===== config.mk =====
export PLATFORM = sky130hd
export DESIGN_NAME = xnor_serial_cmp_arb
export DESIGN_NICKNAME = d
export VERILOG_FILES = /design/src/rtl/xnor_serial_cmp_arb.sv
export SDC_FILE = /design/constraint.sdc
export NUM_CORES = 1
export LEC_CHECK = 0
export BUFFER_PORTS_ARGS = -buffer_cell sky130_fd_sc_hd__buf_4
export CORE_ASPECT_RATIO = 1.2
export CORE_MARGIN = 5
export CORE_UTILIZATION = 37
export CTS_CLUSTER_DIAMETER = 60
export DETAILED_ROUTE_END_ITERATION = 10
export PLACE_DENSITY = 0.67
export SLEW_MARGIN = 20
export SYNTH_ARGS = -nofsm -noshare
export SYNTH_HDL_FRONTEND = slang
export SYNTH_SLANG_ARGS = --single-unit

===== constraint.sdc =====
create_clock -name clk -period 2.8 [get_ports clk]
set_input_delay 0.28 -clock clk [delete_from_list [all_inputs] [get_ports clk]]
set_output_delay 0.28 -clock clk [all_outputs]
set_load 0.02 [all_outputs]

===== src/rtl/xnor_serial_cmp_arb.sv =====
// xnor_serial_cmp_arb: bit-serial word-equality engine sharing one XNOR between two requesters
//
// Ports:
//   clk, rst                        clock, asynchronous active-high reset
//   req0_valid/ready/a/b            requester 0 operand handshake
//   req1_valid/ready/a/b            requester 1 operand handshake
//   res_valid/ready                 result handshake
//   res_id                          requester that owns the result
//   res_equal                       1 when the operands are identical
//   res_match_cnt                   matching bit positions (CW bits)
//   busy                            high while an operation is in RUN or DONE
//
// Optional feature: define XNOR_EARLY_EXIT_EN to stop at the first mismatching
// bit; res_match_cnt then reports the index of that first mismatch.
module xnor_serial_cmp_arb #(
    parameter int WIDTH = 8,
    localparam int CW = $clog2(WIDTH + 1)
) (
    input  logic             clk,
    input  logic             rst,
    input  logic             req0_valid,
    output logic             req0_ready,
    input  logic [WIDTH-1:0] req0_a,
    input  logic [WIDTH-1:0] req0_b,
    input  logic             req1_valid,
    output logic             req1_ready,
    input  logic [WIDTH-1:0] req1_a,
    input  logic [WIDTH-1:0] req1_b,
    output logic             res_valid,
    input  logic             res_ready,
    output logic             res_id,
    output logic             res_equal,
    output logic [CW-1:0]    res_match_cnt,
    output logic             busy
);
    typedef enum logic [1:0] {IDLE, RUN, DONE} state_t;

    state_t           state;
    state_t           state_nxt;
    logic             last_grant;
    logic             owner;
    logic [WIDTH-1:0] sa;
    logic [WIDTH-1:0] sb;
    logic [CW-1:0]    idx;
    logic [CW-1:0]    cnt;
    logic             grant_any;
    logic             grant_id;
    logic             bit_eq;
    logic             run_end;

    assign grant_any = req0_valid | req1_valid;
    // On contention the requester that did not win last time gets the grant.
    assign grant_id  = (req0_valid & req1_valid) ? ~last_grant : req1_valid;
    assign bit_eq    = ~(sa[0] ^ sb[0]);

`ifdef XNOR_EARLY_EXIT_EN
    assign run_end = (idx == CW'(WIDTH - 1)) | ~bit_eq;
`else
    assign run_end = idx == CW'(WIDTH - 1);
`endif

    always_ff @(posedge clk or posedge rst) begin
        if (rst) state <= IDLE;
        else     state <= state_nxt;
    end

    always_comb begin
        state_nxt = state;
        case (state)
            IDLE:    state_nxt = grant_any ? RUN : IDLE;
            RUN:     state_nxt = run_end ? DONE : RUN;
            DONE:    state_nxt = (res_valid & res_ready) ? IDLE : DONE;
            default: state_nxt = IDLE;
        endcase
    end

    // Ready is gated by rst so nothing is accepted while reset is held.
    always_comb begin
        busy       = state != IDLE;
        req0_ready = ~rst & (state == IDLE) & req0_valid & ~grant_id;
        req1_ready = ~rst & (state == IDLE) & req1_valid & grant_id;
    end

    always_ff @(posedge clk or posedge rst) begin
        if (rst) begin
            last_grant    <= 1'b1;
            owner         <= 1'b0;
            sa            <= '0;
            sb            <= '0;
            idx           <= '0;
            cnt           <= '0;
            res_valid     <= 1'b0;
            res_id        <= 1'b0;
            res_equal     <= 1'b0;
            res_match_cnt <= '0;
        end else begin
            case (state)
                IDLE: begin
                    if (grant_any) begin
                        sa    <= grant_id ? req1_a : req0_a;
                        sb    <= grant_id ? req1_b : req0_b;
                        cnt   <= '0;
                        idx   <= '0;
                        owner <= grant_id;
                    end
                end
                RUN: begin
                    sa  <= sa >> 1;
                    sb  <= sb >> 1;
                    idx <= idx + CW'(1);
                    cnt <= cnt + CW'(bit_eq);
                end
                DONE: begin
                    // First DONE cycle registers the result; it then holds until taken.
                    if (!res_valid) begin
                        res_valid     <= 1'b1;
                        res_id        <= owner;
                        res_match_cnt <= cnt;
                        res_equal     <= cnt == CW'(WIDTH);
                    end else if (res_ready) begin
                        res_valid  <= 1'b0;
                        last_grant <= owner;
                    end
                end
                default: ;
            endcase
        end
    end
endmodule


==> results by stage <==
Drt:
- The number of nets with antenna violations after routing is 0.
- The count of routing violations after the opening detailed-route iteration is roughly 80.
- The number of design rule violations left after detail routing is 0.
- In the routed layout, each cell is associated on average with a via count of 5.25.
- The detailed router put a total of 1630 um of wire on met1.
- The first detailed-routing pass took 4 iterations.
- The routed design uses 310 um of met3 wire.
- In the detailed route, the total length drawn on met2 is 1910 um.
- Across all layers, the routed design uses 1428 vias.
- Wires add up to a little under 4000 um.
- After detailed routing, the average wire length per cell comes to 14.4 um.
- The uppermost layer routed is met4.

STA:
- The maximum clock frequency is 0.475 GHz.
- The part of the cycle the worst path needs is 75.2%.
- Setup slack on the critical path of the routed design comes to between 600 and 700 ps.
- The count of pins over their slew limit is 0.
- The post-route clock skew is around 4.2 ps.
- The slew at the pin closest to its max-slew limit is 803 ps.
- Setup violations remaining at the end of the flow were counted as 0.
- Setup total negative slack on the finished layout was measured at 0 ps.
- The final number of hold-violating endpoints is 0.
- After layout, the minimum clock period comes to 2110 ps.
- Setup repair after global routing left no endpoint under its margin.
- The worst pin sits at a relative slew slack of 46.2%.

Status:
- The run finished with clean final reports.

CTS:
- Buffers added to address setup during post-CTS repair amount to 0.
- The clock-pin slew of the registers on the worst-case setup and hold paths is roughly 70 ps.
- The clock drives 35 sinks.
- Clock tree synthesis selected as its root buffer the cell sky130_fd_sc_hd__clkbuf_8.
- The buffer levels on the longest clock path is 2.
- The TritonCTS clock tree is built.
- Clock tree synthesis inserted a total of 5 buffers.
- The clock tree synthesis step divided the H-tree into 2 levels.
- For this design, the CTS-stage hold fixing added 0 buffers.
- The latest clock arrival within the worst-skew pair is 290 ps.
- The post-cts resize count is 0.

Global routing:
- The via count of the first global-routing pass is 1494.
- The number of antenna violations at the first check in global routing is 0.
- The remaining global-route overflow is 0.
- The first-pass GRT wire length is 6640 um.
- The largest net degree at the start of global routing is 36.
- Across every metal layer, demand over resource in global routing totals a little over an eighth.

Synthesis:
- Synthesis produced 167 cells.
- Summing the areas of all fa, ha and maj instances in the mapped netlist gives 2.12% of the synthesized area.
- The number of distinct library cell variants in the gate-level netlist after synthesis is 32.
- Summed over its instances, the top area cell type makes up 48.0% of the synthesized netlist area.
- The number of enable flip-flop cells after synthesis is 0.
- In the post-synthesis netlist, the biggest area contributors are sky130_fd_sc_hd__dfrtp_1 48%, sky130_fd_sc_hd__mux2i_1 11%, sky130_fd_sc_hd__o21ai_0 7.1%, sky130_fd_sc_hd__o211ai_1 6.4%, sky130_fd_sc_hd__nand2_1 5.1%.
- Summing the sequential cell areas from Yosys gives 49.5% of the chip area.
- After synthesis the netlist holds a flip-flop and latch count of 35.
- The multiplexer share of the synthesized area is 15.7%.
- The fraction of the mapped netlist area in compound gates is 16.9%.
- sky130_fd_sc_hd__dfrtp_1 takes more of the synthesized area than any other cell.
- After synthesis, the mean cell area works out to around 11 sq um.
- The number of warnings issued by yosys is 0.
- In the synthesized netlist the dominant register cell turns out to be sky130_fd_sc_hd__dfrtp_1.
- The synthesized cell area is ~1800 sq um.
- The async set-or-reset flop fraction in the synthesized netlist is between 90% and 100%.
- The number of nets handed over by synthesis was 207.
- Of the total synthesized cell area, the portion taken by XOR and XNOR cells is less than 1%.
- Of the total synthesized cell area, the portion taken by AND, OR, NAND and NOR gates is between 10% and 20%.
- The combinational family with the most area after synthesis is compound AO/OA/AOI/OAI gates.

Setup path:
- The endpoint required time on the critical path is 2520 ps.
- In this run the worst path has a maximum fanout of 21.
- Counting both buffers and inverters, the worst setup path holds a total of 2.
- STA classifies the critical path startpoint as a register.
- The category of cells accounting for the largest share of critical-path delay is simple AND/OR/NAND/NOR gates.
- The worst setup path is of the reg2out kind.
- The endpoint type of the worst setup path is an output port.
- The signal on the critical path passes through nor2_2 -> inv_2 -> nor4b_1 -> buf_4.
- Among all stages on the critical path, the largest delay is contributed by sky130_fd_sc_hd__dfrtp_1.
- The worst stage delay on the critical path is 590 ps.
- Data arrives at the worst endpoint at 1830 ps.

Die:
- From bottom edge to top edge, the die measures 85.8 um.
- For this configuration, the core starts out at a cell density of about two fifths.
- Row generation in the floorplan step produced 27 rows.
- The I/O pin count is 47.
- After floorplanning, the core was sized to cover between 4000 and 5000 sq um.
- The die is 73.2 um wide.
- The floorplan step defined a die boundary enclosing 6280 sq um.

Place:
- At the placement stage, the worst setup path has a slack of 798 ps.
- Buffers placed on the I/O ports in this run total 46.
- Once detailed placement completed, the half-perimeter wirelength came to between 2000 and 3000 um.
- At the end of routability-driven placement, the weighted congestion stood at 0.694.

Finish:
- The area growth from synthesis to layout is 26.6%.
- The final layout contains approximately 250 nets.
- Fill cells in the final layout number 430.
- The number of antenna diodes in the final layout is 0.
- Of the cells placed in the final design, the portion with a size suffix greater than 1 is 29.9%.

Pwr:
- The leakage power is 1.08 nW.
- VDD sags by at most about 350 uV.
- For this design the ratio of total power to cell area is 890 nW/um^2.

Hold path:
- The worst hold path belongs to the class in2async.

Run:
- The max-capacitance violation count is 0.
[layout make-up]
type,instances,area [sq um],area share (%)
multi-input combinational,118,811,36.1
sequential,35,877,39.1
timing repair buffer,49,368,16.4
clock buffer,8,100,4.46
tap,58,72.6,3.23
inverter,4,15.0,0.669
[path summary, 6_finish.rpt]
path | endpoint | cells after the start | from | slack [ps]
setup / recovery | req0_ready | 4 | state[1]$_DFF_PP0_ | 690
hold / removal | owner$_DFFE_PP0P_ | 3 | rst | 120
max in group asynchronous | last_grant$_DFFE_PP1P_ | 3 | rst | 2340
setup reg to reg | res_equal$_DFFE_PP0P_ | 3 | state[1]$_DFF_PP0_ | 810
hold reg to reg | state[1]$_DFF_PP0_ | 1 | idx[3]$_DFFE_PP0P_ | 500
min in group clk | sa[7]$_DFFE_PP0P_ | 3 | req1_a[7] | 270
[per-stage QoR]
stage / total power, mW / hold slack (ps) / instance area, sq um / util, % / instances
detailed placement: 1.62 / 449 / 2140 / 46.3 / 264
global placement: 1.59 / 437 / 2140 / 46.3 / 264
floorplan: 1.38 / 439 / 1770 / - / 167
global route: 2.17 / 179 / 2240 / 48.5 / 272
finish: 2.00 / 123 / 2240 / 48.5 / 272
CTS: 2.03 / 136 / 2240 / 48.5 / 272
[flip-flops by register name, summed over array words and instances, names as in the netlist]
register	flops
cnt	4
idx	4
last_grant	1
owner	1
res_equal	1
res_id	1
res_match_cnt	4
res_valid	1
sa	8
sb	8
state	2
[cells by family (layout without fill, tap and decap cells)]
kind of cell / after synthesis / in the layout
DFF: 35 / 35
xor gates and xnor gates: 1 / 1
muxes: 27 / 27
AOI/OAI and AO/OA: 48 / 48
and+or+nand+nor: 39 / 39
buffers and inverters: 14 / 61
adders and majority gates: 3 / 3
[worst register-to-register path: stages, from the launching register on]
cell                      delay, ps
sky130_fd_sc_hd__dfrtp_1        710
sky130_fd_sc_hd__nor2b_1        300
sky130_fd_sc_hd__nor2b_1        490
sky130_fd_sc_hd__mux2_1         380
[routing by layer]
metal	global-route usage, %	vias to the layer above
li1	-	693
met1	16.6	676
met2	22.5	50
met3	3.63	9
met4	5.03	0
met5	0	-
[power breakdown]
group / internal [mW] / total (mW) / switching, mW
Clock: 0.224 / 0.401 / 0.177
Combinational: 0.324 / 0.716 / 0.392
Sequential: 0.717 / 0.880 / 0.162
[synth_stat cells, drive strengths merged, types with 2 or more instances]
cell,n
clkbuf,2
nand2,24
mux2,7
o211ai,15
inv,4
dfrtp,34
nor2,4
nor2b,3
ha,3
buf,8
nand4,2
o21ai,28
nor4b,2
mux2i,20
[placed cells by master, fill, tap and decap left out, types with 2 or more instances in the layout]
| cell type | n |
|---|---|
| sky130_fd_sc_hd__nor2_1 | 3 |
| sky130_fd_sc_hd__clkbuf_8 | 7 |
| sky130_fd_sc_hd__inv_1 | 3 |
| sky130_fd_sc_hd__o21ai_0 | 25 |
| sky130_fd_sc_hd__nand2_1 | 24 |
| sky130_fd_sc_hd__mux2_1 | 6 |
| sky130_fd_sc_hd__ha_1 | 3 |
| sky130_fd_sc_hd__mux2i_1 | 20 |
| sky130_fd_sc_hd__nor2b_1 | 3 |
| sky130_fd_sc_hd__nor4b_1 | 2 |
| sky130_fd_sc_hd__buf_4 | 49 |
| sky130_fd_sc_hd__dfrtp_1 | 34 |
| sky130_fd_sc_hd__o21ai_1 | 2 |
| sky130_fd_sc_hd__nand4_1 | 2 |
| sky130_fd_sc_hd__o211ai_1 | 15 |
No activity file was read; power rests on OpenSTA's default activity.
